## config.mk

```make
export PLATFORM = sky130hd
export DESIGN_NAME = led_trail_pwm
export DESIGN_NICKNAME = d
export VERILOG_FILES = /design/src/rtl/led_trail_pwm.sv
export SDC_FILE = /design/constraint.sdc
export NUM_CORES = 1
export LEC_CHECK = 0
export CAP_MARGIN = 40
export CORE_ASPECT_RATIO = 1.75
export CORE_MARGIN = 3
export CORE_UTILIZATION = 40
export DETAILED_ROUTE_END_ITERATION = 16
export GPL_ROUTABILITY_DRIVEN = 1
export SLEW_MARGIN = 40
export SYNTH_ARGS = -nofsm -noshare
export SYNTH_HDL_FRONTEND = slang
export SYNTH_SLANG_ARGS = --single-unit
export TNS_END_PERCENT = 1
```

## constraint.sdc

```tcl
create_clock -name clock -period 2.8 [get_ports clock]
set_input_delay 0.42 -clock clock [delete_from_list [all_inputs] [get_ports clock]]
set_output_delay 0.42 -clock clock [all_outputs]
set_load 0.01 [all_outputs]
```

## src/rtl/led_trail_pwm.sv

```systemverilog
// Comet-trail LED driver: lit channels are solid, released channels fade out
// linearly through a shared free-running PWM counter.
module led_trail_pwm #(
   parameter int unsigned PWM_BITS   = 8,
   parameter int unsigned DECAY_DIV  = 16,
   parameter int unsigned DECAY_STEP = 32
) (
   input  logic       clock,
   input  logic       reset_n,
   input  logic [3:0] diode_in,
   input  logic       trail_en,
   output logic [3:0] led_out
);

   localparam int unsigned N_CH  = 4;
   localparam int unsigned DIV_W = (DECAY_DIV > 1) ? $clog2(DECAY_DIV) : 1;

   localparam logic [PWM_BITS-1:0] FULL_SCALE = '1;
   localparam logic [PWM_BITS-1:0] STEP       = PWM_BITS'(DECAY_STEP);
   localparam logic [DIV_W-1:0]    DIV_LAST   = DIV_W'(DECAY_DIV - 1);

   logic [N_CH-1:0]     diode_q, diode_d;
   logic [DIV_W-1:0]    decay_cnt_q, decay_cnt_d;
   logic [PWM_BITS-1:0] pwm_cnt_q, pwm_cnt_d;
   logic [PWM_BITS-1:0] brightness_q [N_CH];
   logic [PWM_BITS-1:0] brightness_d [N_CH];
   logic [N_CH-1:0]     led_out_q, led_out_d;
   logic                tick;

   // Next-state: input capture, decay timer, PWM counter, brightness, output.
   always_comb begin
      diode_d     = diode_in;
      tick        = (decay_cnt_q == DIV_LAST);
      decay_cnt_d = tick ? '0 : decay_cnt_q + DIV_W'(1);
      pwm_cnt_d   = pwm_cnt_q + PWM_BITS'(1);
      led_out_d   = '0;
      for (int i = 0; i < N_CH; i++) begin
         brightness_d[i] = brightness_q[i];
         // A lit channel reloads full scale even on a decay tick.
         if (diode_q[i]) begin
            brightness_d[i] = FULL_SCALE;
         end else if (tick) begin
            brightness_d[i] = (brightness_q[i] > STEP) ? brightness_q[i] - STEP : '0;
         end
         led_out_d[i] = diode_q[i] | (trail_en & (pwm_cnt_q < brightness_q[i]));
      end
   end

   // State register with synchronous active-low reset.
   always_ff @(posedge clock) begin
      if (!reset_n) begin
         diode_q     <= '0;
         decay_cnt_q <= '0;
         pwm_cnt_q   <= '0;
         led_out_q   <= '0;
         for (int i = 0; i < N_CH; i++) begin
            brightness_q[i] <= '0;
         end
      end else begin
         diode_q     <= diode_d;
         decay_cnt_q <= decay_cnt_d;
         pwm_cnt_q   <= pwm_cnt_d;
         led_out_q   <= led_out_d;
         for (int i = 0; i < N_CH; i++) begin
            brightness_q[i] <= brightness_d[i];
         end
      end
   end

   assign led_out = led_out_q;

endmodule

```

[Word level (Yosys, flattened, before mapping)]
Memories as Yosys holds them, arrays and structs flattened.
Index checks and enable logic that the tools add are counted.
Cells by class
  div/mod/pow operators: 0
  mux-type cells: 18
  equality and inequality tests: 1
  reduce and logical (&&, ||, !) cells: 1
  multiply operators: 0
  add/subtract/negate cells: 6
  shift-type cells: 0
  bitwise logic cells: 13
  $lt $le $gt $ge: 8
Operators by type and width (count)
  two-way mux 8 bit: 16
  > comparator 8 x 6 -> 1 bit, second input constant: 4
  < comparator 8 bit: 4
  subtractor 8 x 6 -> 8 bit, second input constant: 4
  adder 8 x 1 -> 8 bit, second input constant: 1
  bitwise OR 1 bit: 8
  adder 4 x 1 -> 4 bit, second input constant: 1
  AND 1 bit: 4
  equality test 4 bit, second input constant: 1
  two-way mux 1 bit: 2
  OR reduction 2 bit: 1
  inverter 1 bit: 1
Word-level totals
  output and inout port bits: 4
  input port bits: 7
  word-level logic and storage cells: 52
  bits in latches: 0
  RAM bits: 32
  memories kept: 1
  bits in read-only memories: 0
  flip-flop bits (word level): 20
Memories
  brightness_q: words 4, width 8, rd ports 4, clocked after memory_dff 0, write ports 4, RTL line 25  | logic [PWM_BITS-1:0] brightness_q [N_CH];

[Logic depth before layout (Yosys ltp)]
  depth after elaboration: 5
  mapped depth: 6
  depth with buffers taken out: 6

[Worst setup path after synthesis]
OpenSTA, ideal clock, no wires.
  path type: reg-to-reg
  start point: memory brightness_q[3][6]
  end point: register led_out_q[3], in the netlist led_out[3]
  arrival time: 1237 ps
  clock period less this slack: 1356 ps
  stages on the path, launching flop included: 6
  path buffers: 0
  setup slack: 1444 ps
  library setup time: 119 ps
  data required time: 2681 ps
  cells stage by stage: dfxtp_1 -> inv_1 -> ha_1 -> nand4_1 -> or2_2 -> o221a_2
RTL lines
  start, declared: RTL line 25
  end signal, assigned: RTL line 63  | led_out_q <= led_out_d;
  end, declared: RTL line 27  | logic [N_CH-1:0] led_out_q, led_out_d;

==> results.md <==
Die:
- The boundary pin count is 11.
- The vertical die dimension is around 100 µm.
- The floorplan has 34 rows.
- The die covers 6192 µm².
- The width of the die is approximately 61 µm.
- Once the floorplan was initialized, standard cells occupied between 40% and 50% of the core.
- The core box area is between 5000 and 6000 µm².

Power:
- The analysis attributes to net switching a power of 0.0003118 W.
- The switching power as a share of total power is about a quarter.
- The total power consumption of the routed design is roughly 0.0012 W.
- Dividing total power by cell area gives a power density of between 500 and 600 nW/µm².
- Per report_power, the combinational group accounts for 14.7% of the total.
- Summed over all cells, the static leakage comes to ~1.0 nW.
- IR analysis of the VDD net gives a maximum drop of 0.3765 mV.
- The share of total power dissipated in sequential elements is between 40% and 50%.
- The clock network fraction of total power is a little under two fifths.
- Internal power comes to ~0.0009 W.

Timing:
- The setup TNS is 0 ns.
- The worst max-slew margin expressed relative to the limit is between 50% and 60%.
- Setup repair after global routing left no endpoint under its margin.
- The worst clock skew on the final layout is ~0.003 ns.
- The number of hold violations in the final report is 0.
- The number of endpoints failing setup at the final stage is 0.
- The maximum clock rate is roughly 550 MHz.
- The transition time at the pin with the least slew margin is approximately 0.66 ns.
- The period utilization is ~65%.
- The count of pins over their slew limit is 0.
- The clock period could shrink to around 1.8 ns.
- The minimum hold slack is 0.4697 ns.

Synthesis:
- For this run, the register share of the synthesized area comes to between 30 and 40%.
- The most frequently used flop master after synthesis is dfxtp_1.
- The net count after synthesis is between 200 and 300.
- The fraction of registers with async set or reset after synthesis is 0%.
- After synthesis the netlist holds a flip-flop and latch count of 36.
- A synthesized cell averages approximately 9.4 µm².
- In the synthesized netlist, the number of instances is ~220.
- The netlist area before placement is roughly 2100 µm².
- The count of flip-flops with a built-in enable after synthesis is 0.
- In this run, distinct cell masters in the synthesized netlist total 32.
- The yosys synthesis warning count is 0.

Clocking:
- The later pin in the worst-skew pair is clocked with a latency of 0.29 ns.
- The count of H-tree levels built during CTS is 2.
- The total of cells resized after clock tree synthesis is 0.
- The post-CTS clock slew at the launch and capture registers of the worst setup and hold paths is roughly 0.08 ns.
- The number of buffers created by CTS is 5.
- The post-CTS repair timing setup buffer count is 0.
- The buffer type at the clock tree root is clkbuf_8.
- TritonCTS built the clock tree.
- Clock tree synthesis found a total of 36 sinks.
- The hold buffer count at cts is 0.
- In this run the deepest clock path goes through 2 buffers.

Detailed routing:
- For this run, the detailed router's first-pass iteration total came to 4.
- The count of vias placed by the detailed router is 1,628.
- The violation count after the first detailed-routing iteration is 32.
- The total routed wirelength is around 4.3 mm.
- The detail-routed net length per standard cell is around 15 µm.
- For this run, design rule violations remaining after detail routing come to 0.
- The via count normalized by instance count is approximately 5.6.
- The residual antenna-violating net count after detailed routing is 0.

Global routing:
- The overflow left after global routing is 0.
- The total routing usage reported by global routing is roughly 15%.
- The maximum number of pins on one net before global-route repair is 21.
- The global-route wire length before repair is roughly 7.1 mm.
- The number of global-route vias before repair is around 1,600.
- The initial antenna violation count is 0.

Final layout:
- The library cells used most frequently in the layout, excluding fill and tap cells, are dfxtp_1, ha_1, inv_1, and2_1, a21oi_1.
- The library cell used most frequently in the layout, excluding fill and tap cells, is dfxtp_1.
- The final layout contains 276 nets.
- Cells fill 46.78% of the core in the end.
- 0 antenna diodes ended up in the layout.
- Compared with the post-synthesis result, the final layout area differs by 11.79%.
- Cells with a size suffix above 1 make up 5.932% of the layout.

Setup path:
- The setup slack of the most critical reg-to-reg path is roughly 0.99 ns.
- The data required time of the critical path is between 2 and 3 ns.
- The critical path is of the reg2reg type.
- The timing startpoint of the critical path is decay_cnt_q[0]$_SDFF_PP0_.
- The number of cells on the worst reg-to-reg path is 4.
- For the worst setup path, the data arrival time is a little under 2 ns.
- The maximum fanout along the worst path is 17.
- The worst register-to-register path begins at decay_cnt_q[0]$_SDFF_PP0_.
- The worst setup path is captured at a flop.
- In this run the worst setup path terminates at brightness_q[3][7]$_SDFFE_PN0P_.
- STA classifies the critical path startpoint as a flop.
- The capture point of the worst reg-to-reg path is brightness_q[3][7]$_SDFFE_PN0P_.

Place:
- The final weighted congestion in routability-driven placement is around 0.78.
- The count of port buffers added during placement is 10.
- The HPWL after detailed placement is between 3 and 4 mm.

Flow run:
- Max-cap violations in this run came to 0.

Status:
- The run finished with clean final reports.

Hold path:
- The class of the tightest hold or removal check is reg2reg.
state kept, by name (all words and copies together), names as in the netlist:
signal        cells
led_out           4
brightness_q     16
pwm_cnt_q         8
diode_q           4
decay_cnt_q       4
cells by family after synthesis:
group	share of synthesized area, %
simple gates	16.68
compound gates	20.37
fa+ha+maj	20.25
flops	34.31
buf+inv	5.479
xor+xnor	2.918
routing by layer:
metal	vias up	GRT usage (%)	share of wire, %
li1	838	-	-
met3	8	2.655	2.5
met2	15	28.28	54
met1	767	16.50	41
met5	-	0	0
met4	0	6.511	2.0
cell usage after synthesis (all sizes together) (5+ instances only):
library cell	number	area (µm²)
inv	17	63.81
dfxtp	36	720.7
and2	14	87.58
nor2	11	41.29
a211oi	9	67.56
ha	34	425.4
o21ai	11	55.05
a21oi	14	70.07
nand3	7	35.03
nand2	5	18.77
nor3	6	30.03
o31a	10	87.58
power groups by stage:
stage | Combinational, W | Sequential (W) | Clock [W]
floorplan | 0.000127 | 0.000579 | 0
global placement | 0.000176 | 0.000586 | 0
detailed placement | 0.000181 | 0.000587 | 0
CTS | 0.000182 | 0.000574 | 0.000475
global route | 0.000208 | 0.000579 | 0.000492
finish | 0.000179 | 0.000574 | 0.000459
critical path: stages (launching register included):
cell	delay, ns
dfxtp_1	0.38
ha_1	0.24
and3_1	0.61
nand2_1	0.17
o311a_1	0.31
worst min path at each step:
stage	depth (start not counted)	to	from	slack [ns]
floorplan	1	decay_cnt_q[0]$_SDFF_PP0_	decay_cnt_q[0]$_SDFF_PP0_	0.43
global placement	1	decay_cnt_q[0]$_SDFF_PP0_	decay_cnt_q[0]$_SDFF_PP0_	0.45
detailed placement	1	decay_cnt_q[0]$_SDFF_PP0_	decay_cnt_q[0]$_SDFF_PP0_	0.46
CTS	1	decay_cnt_q[0]$_SDFF_PP0_	decay_cnt_q[0]$_SDFF_PP0_	0.48
global route	1	decay_cnt_q[0]$_SDFF_PP0_	decay_cnt_q[0]$_SDFF_PP0_	0.49
finish	1	decay_cnt_q[0]$_SDFF_PP0_	decay_cnt_q[0]$_SDFF_PP0_	0.47
layout make-up:
| cell class | count | area, µm² |
|---|---|---|
| multi-input cells | 164 | 1265 |
| clock buffers | 5 | 68.82 |
| inverters | 17 | 63.81 |
| well taps | 54 | 67.56 |
| fillers | 508 | 2671 |
| repair buffers | 11 | 120.1 |
| clock inverters | 3 | 42.54 |
| flip-flops and latches | 36 | 720.7 |
metrics by stage:
stage / area (µm²) / instances / setup WS, ns
detailed placement: 2237 / 282 / 0.9839
floorplan: 2101 / 224 / 1.444
global placement: 2237 / 282 / 1.018
global route: 2349 / 290 / 0.8727
finish: 2349 / 290 / 0.9916
CTS: 2349 / 290 / 0.9709
Note: power is estimated with default switching activity, not from simulation.
